[src/rtl/decode_stage_pipelined.sv]
// ID stage: field extraction, register file, load-use hazard check, ID/EX latch and stop/drain/halt FSM.
// Optional WB-to-ID write-through is enabled by defining DECODE_WB_BYPASS_EN.
module decode_stage_pipelined #(
  parameter int DATA_W       = 32,
  parameter int REG_ADDR_W   = 5,
  parameter int PC_W         = 32,
  parameter int DRAIN_CYCLES = 3
) (
  input  logic                  clk,
  input  logic                  i_reset,
  input  logic                  i_valid,
  input  logic [31:0]           i_instruction,
  input  logic [PC_W-1:0]       i_pc,
  input  logic                  i_wb_we,
  input  logic [REG_ADDR_W-1:0] i_wb_addr,
  input  logic [DATA_W-1:0]     i_wb_data,
  input  logic                  i_ex_memread,
  input  logic [REG_ADDR_W-1:0] i_ex_rt,
  input  logic                  i_flush,
  input  logic                  i_stop_pipe,
  input  logic [REG_ADDR_W-1:0] i_dbg_addr,
  output logic                  o_valid,
  output logic [PC_W-1:0]       o_pc,
  output logic [5:0]            o_op,
  output logic [5:0]            o_funct,
  output logic [REG_ADDR_W-1:0] o_rs_addr,
  output logic [REG_ADDR_W-1:0] o_rt_addr,
  output logic [REG_ADDR_W-1:0] o_rd_addr,
  output logic [DATA_W-1:0]     o_rs_data,
  output logic [DATA_W-1:0]     o_rt_data,
  output logic [DATA_W-1:0]     o_imm_ext,
  output logic                  o_regwrite,
  output logic                  o_memread,
  output logic                  o_memwrite,
  output logic                  o_memtoreg,
  output logic                  o_pc_write,
  output logic                  o_if_id_write,
  output logic                  o_stall,
  output logic                  o_halted,
  output logic [DATA_W-1:0]     o_dbg_data
);

  localparam int NREG = 1 << REG_ADDR_W;
  localparam logic [3:0] DRAIN_LOAD = 4'(DRAIN_CYCLES - 1);

  typedef enum logic [1:0] {
    ST_RUN    = 2'd0,
    ST_DRAIN  = 2'd1,
    ST_HALTED = 2'd2
  } state_e;

  typedef struct packed {
    logic regwrite;
    logic memread;
    logic memwrite;
    logic memtoreg;
  } ctrl_t;

  function automatic ctrl_t decode_ctrl(input logic [5:0] op);
    ctrl_t c;
    c = '0;
    case (op[5:3])
      3'b000: c.regwrite = (op[2:0] == 3'b000);
      3'b001: c.regwrite = 1'b1;
      3'b100: begin
        c.memread  = 1'b1;
        c.memtoreg = 1'b1;
        c.regwrite = 1'b1;
      end
      3'b101: c.memwrite = 1'b1;
      default: c = '0;
    endcase
    return c;
  endfunction

  function automatic logic [DATA_W-1:0] sign_ext16(input logic [15:0] imm);
    return DATA_W'($signed(imm));
  endfunction

  logic [DATA_W-1:0]     regs_q [NREG];
  state_e                state_q;
  logic [3:0]            cnt_q;
  logic                  halted_q;

  logic [REG_ADDR_W-1:0] rs_addr_s, rt_addr_s, rd_addr_s;
  logic [DATA_W-1:0]     rs_data_s, rt_data_s, dbg_data_s;
  logic                  stall_s, bubble_s;
  ctrl_t                 ctrl_s;
  logic                  unused_shamt_s;

  logic                  valid_q, valid_d;
  logic [PC_W-1:0]       pc_q, pc_d;
  logic [5:0]            op_q, op_d, funct_q, funct_d;
  logic [REG_ADDR_W-1:0] rs_addr_q, rs_addr_d, rt_addr_q, rt_addr_d, rd_addr_q, rd_addr_d;
  logic [DATA_W-1:0]     rs_data_q, rs_data_d, rt_data_q, rt_data_d, imm_q, imm_d;
  ctrl_t                 ctrl_q, ctrl_d;

  assign rs_addr_s      = REG_ADDR_W'(i_instruction[25:21]);
  assign rt_addr_s      = REG_ADDR_W'(i_instruction[20:16]);
  assign rd_addr_s      = REG_ADDR_W'(i_instruction[15:11]);
  assign unused_shamt_s = ^i_instruction[10:6];
  assign ctrl_s         = decode_ctrl(i_instruction[31:26]);

  // Register file write port; address 0 is never written so it always reads zero.
  always_ff @(posedge clk or posedge i_reset) begin
    if (i_reset) begin
      for (int k = 0; k < NREG; k++) begin
        regs_q[k] <= '0;
      end
    end else if (i_wb_we && (i_wb_addr != '0)) begin
      regs_q[i_wb_addr] <= i_wb_data;
    end else begin
      regs_q <= regs_q;
    end
  end

  // Combinational read ports, with optional same-cycle write-through from writeback.
  always_comb begin
    rs_data_s  = '0;
    rt_data_s  = '0;
    dbg_data_s = '0;
`ifdef DECODE_WB_BYPASS_EN
    if (i_wb_we && (i_wb_addr != '0) && (i_wb_addr == rs_addr_s)) begin
      rs_data_s = i_wb_data;
    end else begin
      rs_data_s = (rs_addr_s == '0) ? '0 : regs_q[rs_addr_s];
    end
    if (i_wb_we && (i_wb_addr != '0) && (i_wb_addr == rt_addr_s)) begin
      rt_data_s = i_wb_data;
    end else begin
      rt_data_s = (rt_addr_s == '0) ? '0 : regs_q[rt_addr_s];
    end
    if (i_wb_we && (i_wb_addr != '0) && (i_wb_addr == i_dbg_addr)) begin
      dbg_data_s = i_wb_data;
    end else begin
      dbg_data_s = (i_dbg_addr == '0) ? '0 : regs_q[i_dbg_addr];
    end
`else
    rs_data_s  = (rs_addr_s == '0) ? '0 : regs_q[rs_addr_s];
    rt_data_s  = (rt_addr_s == '0) ? '0 : regs_q[rt_addr_s];
    dbg_data_s = (i_dbg_addr == '0) ? '0 : regs_q[i_dbg_addr];
`endif
  end

  // Load-use hazard; a flush already kills the slot so it must not also freeze fetch.
  assign stall_s = i_valid & i_ex_memread & (i_ex_rt != '0) &
                   ((i_ex_rt == rs_addr_s) | (i_ex_rt == rt_addr_s)) & ~i_flush;
  assign bubble_s = stall_s | i_flush | ~i_valid | (state_q != ST_RUN);

  assign o_stall       = stall_s;
  assign o_pc_write    = ~stall_s & (state_q == ST_RUN);
  assign o_if_id_write = ~stall_s & (state_q == ST_RUN);
  assign o_dbg_data    = dbg_data_s;

  // Next ID/EX contents: decoded instruction, or an all-zero bubble.
  always_comb begin
    valid_d   = 1'b0;
    pc_d      = '0;
    op_d      = '0;
    funct_d   = '0;
    rs_addr_d = '0;
    rt_addr_d = '0;
    rd_addr_d = '0;
    rs_data_d = '0;
    rt_data_d = '0;
    imm_d     = '0;
    ctrl_d    = '0;
    if (!bubble_s) begin
      valid_d   = 1'b1;
      pc_d      = i_pc;
      op_d      = i_instruction[31:26];
      funct_d   = i_instruction[5:0];
      rs_addr_d = rs_addr_s;
      rt_addr_d = rt_addr_s;
      rd_addr_d = rd_addr_s;
      rs_data_d = rs_data_s;
      rt_data_d = rt_data_s;
      imm_d     = sign_ext16(i_instruction[15:0]);
      ctrl_d    = ctrl_s;
    end else begin
      valid_d   = 1'b0;
    end
  end

  // ID/EX pipeline latch.
  always_ff @(posedge clk or posedge i_reset) begin
    if (i_reset) begin
      valid_q   <= 1'b0;
      pc_q      <= '0;
      op_q      <= '0;
      funct_q   <= '0;
      rs_addr_q <= '0;
      rt_addr_q <= '0;
      rd_addr_q <= '0;
      rs_data_q <= '0;
      rt_data_q <= '0;
      imm_q     <= '0;
      ctrl_q    <= '0;
    end else begin
      valid_q   <= valid_d;
      pc_q      <= pc_d;
      op_q      <= op_d;
      funct_q   <= funct_d;
      rs_addr_q <= rs_addr_d;
      rt_addr_q <= rt_addr_d;
      rd_addr_q <= rd_addr_d;
      rs_data_q <= rs_data_d;
      rt_data_q <= rt_data_d;
      imm_q     <= imm_d;
      ctrl_q    <= ctrl_d;
    end
  end

  // Stop request: drain DRAIN_CYCLES bubbles, then halt until reset.
  always_ff @(posedge clk or posedge i_reset) begin
    if (i_reset) begin
      state_q  <= ST_RUN;
      cnt_q    <= 4'd0;
      halted_q <= 1'b0;
    end else begin
      case (state_q)
        ST_RUN: begin
          if (i_stop_pipe) begin
            state_q <= ST_DRAIN;
            cnt_q   <= DRAIN_LOAD;
          end else begin
            state_q <= ST_RUN;
          end
          halted_q <= 1'b0;
        end
        ST_DRAIN: begin
          if (cnt_q == 4'd0) begin
            state_q  <= ST_HALTED;
            halted_q <= 1'b1;
          end else begin
            cnt_q    <= cnt_q - 4'd1;
            halted_q <= 1'b0;
          end
        end
        ST_HALTED: begin
          state_q  <= ST_HALTED;
          halted_q <= 1'b1;
        end
        default: begin
          state_q  <= ST_RUN;
          cnt_q    <= 4'd0;
          halted_q <= 1'b0;
        end
      endcase
    end
  end

  assign o_valid    = valid_q;
  assign o_pc       = pc_q;
  assign o_op       = op_q;
  assign o_funct    = funct_q;
  assign o_rs_addr  = rs_addr_q;
  assign o_rt_addr  = rt_addr_q;
  assign o_rd_addr  = rd_addr_q;
  assign o_rs_data  = rs_data_q;
  assign o_rt_data  = rt_data_q;
  assign o_imm_ext  = imm_q;
  assign o_regwrite = ctrl_q.regwrite;
  assign o_memread  = ctrl_q.memread;
  assign o_memwrite = ctrl_q.memwrite;
  assign o_memtoreg = ctrl_q.memtoreg;
  assign o_halted   = halted_q;

endmodule

[config.mk]
export PLATFORM = sky130hd
export DESIGN_NAME = decode_stage_pipelined
export DESIGN_NICKNAME = d
export VERILOG_FILES = /design/src/rtl/decode_stage_pipelined.sv
export SDC_FILE = /design/constraint.sdc
export NUM_CORES = 2
export LEC_CHECK = 0
export CAP_MARGIN = 15
export CORE_MARGIN = 8
export CORE_UTILIZATION = 40
export DETAILED_ROUTE_END_ITERATION = 7
export PLACE_DENSITY = 0.54
export SYNTH_ARGS = -nofsm -noshare
export SYNTH_HDL_FRONTEND = slang
export SYNTH_SLANG_ARGS = --single-unit
[constraint.sdc]
create_clock -name clk -period 91.2 [get_ports clk]
set_clock_uncertainty 0.15 [all_clocks]
set_input_delay 27.36 -clock clk [delete_from_list [all_inputs] [get_ports clk]]
set_output_delay 27.36 -clock clk [all_outputs]
set_load 0.02 [all_outputs]
# Word level (Yosys, flattened, before mapping)
# Cells that the tools add are included.
[classes]
add_sub_neg = 1
n_mul = 0
n_div = 0
order_cmp = 5
eq_ne = 10
shifts = 0
muxes = 37
n_bitwise = 17
n_reduce_logical = 14
[op_table]
columns = ["op", "n"]
rows = [
  ["1024-bit bitwise mux", 1],
  ["32-bit binary-select mux with 5-bit select", 3],
  ["32-bit two-way mux", 14],
  ["32-bit demux with 5-bit select", 1],
  ["6-bit >= comparator, second input constant", 4],
  ["5-bit inverter with 6-bit output", 4],
  ["5-bit logical NOT", 3],
  ["5-bit two-way mux", 3],
  ["4-bit two-way mux", 3],
  ["6-bit two-way mux", 2],
  ["4-bit case mux with 3 select lines", 1],
  ["5-bit == test", 2],
  ["5-bit nonzero test", 2],
  ["3-bit == test, second input constant", 2],
  ["3-bit logical NOT", 2],
  ["6-bit by 1-bit < comparator with 1-bit output, second input constant", 1],
  ["2-bit inequality test, second input constant", 3],
  ["2-bit case mux with 3 select lines", 1],
  ["1-bit bitwise AND", 5],
  ["1-bit two-way mux", 5],
  ["4-bit logical NOT", 1],
  ["1-bit inverter", 4],
  ["1-bit OR", 4],
  ["1-bit case mux with 2 select lines", 2],
  ["other kinds (10)", 11],
]
[totals]
register_bits = 1191
latchBits = 0
mem_bits_rw = 0
mem_bits_ro = 0
input_bits = 118
output_inout_bits = 196
wordCells = 133
n_memories = 0

# Depth between registers and ports, before layout
[logic_depth]
depth_word = 8
depth_mapped = 9
mapped_depth_nobuf = 7

# Worst setup path before layout
# No wires, ideal clock.
[synth_timing]
path_type = "input-to-output"
from = "input port i_dbg_addr[1]"
to = "output port o_dbg_data[0]"
t_arrival_ns = 29.178
t_required_ns = 63.690
slack_ns = 34.512
cell_stages = 6
path_buffers = 3
cell_sequence = "clkbuf_1 -> clkbuf_1 -> buf_1 -> mux4_2 -> mux4_2 -> a21o_1"
[synth_between]
elab_chain_cells = 5
elab_cells_between_ends = 6
classes_between = "mux: 4; bitwise: 1; reduce/logical: 1"
[synth_lines]
columns = ["item", "line_no", "source"]
rows = [
  ["start: declaration", "21", "input logic [REG_ADDR_W-1:0] i_dbg_addr,"],
  ["5-bit inverter with 6-bit output (implied by the code)", "141", "dbg_data_s = (i_dbg_addr == '0) ? '0 : regs_q[i_dbg_addr];"],
  ["32-bit binary-select mux with 5-bit select", "141", ""],
  ["32-bit two-way mux (implied by the code) (2 in a row)", "141", ""],
  ["32-bit two-way mux *", "141", ""],
  ["end: declaration", "40", "output logic [DATA_W-1:0] o_dbg_data"],
]
# Every way passes the cells marked *; elsewhere a longest branch is shown, timed or not. The select of a mux whose other input is x is not followed.

# Final worst setup path
[layout_timing]
from = "input port i_dbg_addr[0]"
to = "output port o_dbg_data[15]"
# The elaborated chain is that of the path after synthesis.

==> results.sh <==
export IMPL_grt_overflow=0
export IMPL_grt_use_total_pct=26.04
export IMPL_cp_start_kind="input pin"
export IMPL_hold_viol=0
export IMPL_worst_slew_pin_slew_ns=1.245
export IMPL_cts_clk_slew_worst_paths_ns=0.06
export IMPL_avgRoutedWirePerCell_um=35.97
export IMPL_worstSetupPathType="in2out"
export IMPL_clock_tree_root_cell="clkbuf_16"
export IMPL_via_per_inst=6.559
export IMPL_vias=42860
export IMPL_ys_flop_type="dfrtp_1"
export IMPL_post_cts_setup_buffers=0
export IMPL_rsz0062_at_grt="false"
export IMPL_finalPower_w=0.001601
export IMPL_dp_hpwl_mm=128.0
export IMPL_synth_enable_flop_cells=0
export IMPL_dieArea_mm2=0.1777
export IMPL_rrSetupSlack_ns=88.38
export IMPL_timing_rr_end="o_rt_data[19]"
export IMPL_fin_ws_ns=31.23
export IMPL_post_cts_resized=0
export IMPL_slew_viol_final=0
export IMPL_leakagePower_nw=31.16
export IMPL_synth_commonest_cells="dfrtp_1, mux2_2, mux4_2, o22ai_1, clkbuf_1"
export IMPL_r2r_cells=9
export IMPL_clock_latency_ns=0.80
export IMPL_cts_tree="done"
export IMPL_syn2layout_area_growth_pct=13.69
export IMPL_syn_avg_cell_area_um2=15.63
export IMPL_hold_path_class="reg2reg"
export IMPL_num_nets_final=4359
export IMPL_die_h_um=421.5
export IMPL_cp_max_fo=67
export IMPL_status="finished clean"
export IMPL_cap_violations=0
export IMPL_synth_top_area_cell="dfrtp_1"
export IMPL_rr_startpoint="state_q[0]"
export IMPL_io_pins=314
export IMPL_synth_async_reset_ratio_pct=100.0
export IMPL_grt_pass1_wl_mm=338.5
export IMPL_power_density_mw_per_mm2=21.41
export IMPL_drc=0
export IMPL_yosysSeqAreaShare_pct=44.25
export IMPL_drive_gt1_share_pct=50.21
export IMPL_firstDrtPassIters=5
export IMPL_initial_core_util_pct=40.09
export IMPL_drtIter0Drc=4245
export IMPL_fin_crit_ns=59.97
export IMPL_synth_top_area_share_pct=44.25
export IMPL_numClockSinks=1163
export IMPL_synth_nets=4332
export IMPL_fin_setup_tns_ns=0
export IMPL_cts_made_buffers=139
export IMPL_clockBufferDepth=3
export IMPL_required_ns=63.69
export IMPL_antenna_found_initial=9
export IMPL_pre_cts_slack_ns=31.05
export IMPL_ys_warnings_count=0
export IMPL_die_x_um=421.5
export IMPL_cts_hold_buf=0
export IMPL_syn_inst=4209
export IMPL_holdPathStages=0
export IMPL_grt_pass1_vias=44390
export IMPL_grt_max_degree=101
export IMPL_arrival_ns=32.46
export IMPL_synth_area_mm2=0.06577
export IMPL_drtAntennaViolNets=0
export IMPL_fin_crit_sh_pct=65.75
export IMPL_synth_area_leaders="dfrtp_1, mux4_2, mux2_2"
export IMPL_hp_start="regs_q[997]"
export IMPL_gp_congestion=0.8035
export IMPL_end_kind="output pin"
export IMPL_core_area_mm2=0.1641
export IMPL_max_slew_margin_pct=16.73
export IMPL_yosysMostFrequentCell="dfrtp_1"
export IMPL_cts_max_level=4
export IMPL_whs_endpoint="regs_q[997]"
export IMPL_peakVddDrop_mv=0.02070
export IMPL_ys_types=48
export IMPL_fmax_mhz=16.68
export IMPL_num_rows=149
export IMPL_ys_ff_latch=1163
export IMPL_io_buffers=313
export IMPL_finalSetupViolCount=0
export IMPL_routed_wl_mm=235.1
per-layer routing:
metal  vias up  GRT usage (%)  routed length, µm
met5         -              0                 13
met4         2          11.07              11030
met3       536          5.163              16460
met2      2115          44.29             118200
met1     23350          32.49              89420
li1      16860              -                  -
placed cells by master (no fill, tap or decap), types with 32 or more instances in the layout:
cell             instances
clkdlybuf4s50_1        303
buf_4                  104
dfrtp_1               1163
and2_1                  64
clkbuf_8                36
o22ai_1                285
a21o_1                  32
nor3_1                  71
mux2i_1                 65
mux2_2                 995
clkbuf_16              140
mux4_2                 798
or4_1                   65
how the worst max path moves through the flow:
| stage | startpoint | endpoint | cells past startpoint |
|---|---|---|---|
| floorplan | i_reset | cnt_q[0] | 1 |
| global placement | i_dbg_addr[0] | o_dbg_data[22] | 8 |
| detailed placement | i_dbg_addr[0] | o_dbg_data[15] | 8 |
| CTS | i_dbg_addr[0] | o_dbg_data[15] | 8 |
| global route | i_dbg_addr[0] | o_dbg_data[15] | 8 |
| finish | i_dbg_addr[0] | o_dbg_data[15] | 8 |
power by group:
group	internal, W	switching (W)
sequential	0.000603	0.0000853
clock	0.000340	0.000236
combinational	0.000210	0.000126
cells by family (layout without fill, tap and decap cells):
logic type,Yosys count,after routing,share of synthesized area (%)
xor+xnor,10,10,0.1332
buf+inv,539,672,4.208
flops,1163,1163,44.25
fa+ha+maj,5,5,0.09512
mux,1858,1858,45.35
other cells,0,4,0
compound gates,338,338,3.286
simple gates,296,296,2.673
metrics by stage:
stage	utilization (%)	instances	hold slack, ns	instance area, µm²
after global placement	42.70	6283	0.2525	70060
after global routing	45.57	6535	0.2801	74770
final	45.57	6535	0.2658	74770
after floorplan	-	4209	0.3015	65770
after CTS	45.57	6530	0.2664	74750
after detailed placement	42.70	6283	0.2516	70060
worst max-delay path, stage by stage:
cell and delay, ns:
buf_8 0.60, buf_4 0.89, buf_4 0.74, buf_4 0.85
mux4_2 0.60, mux4_2 0.49, a21o_1 0.23, clkdlybuf4s50_1 0.55
registers in the layout, summed over array words and instances, names as in the netlist:
name,count
o_imm_ext,16
o_rt_addr,5
o_pc,32
o_halted,1
o_valid,1
o_memread,1
o_rs_data,32
cnt_q,4
o_memwrite,1
o_op,6
regs_q,1024
o_regwrite,1
state_q,2
o_rt_data,32
o_rs_addr,5
final cells by class:
class / instances / area [µm²]
diodes: 4 / 10.01
clock buffers: 200 / 4079
clock inverters: 47 / 618.1
fillers: 14440 / 89290
inverters: 8 / 37.54
multi-input cells: 2507 / 34230
flip-flops and latches: 1163 / 29100
well taps: 2189 / 2739
repair buffers: 417 / 3958
(Power assumes the default switching activity.)
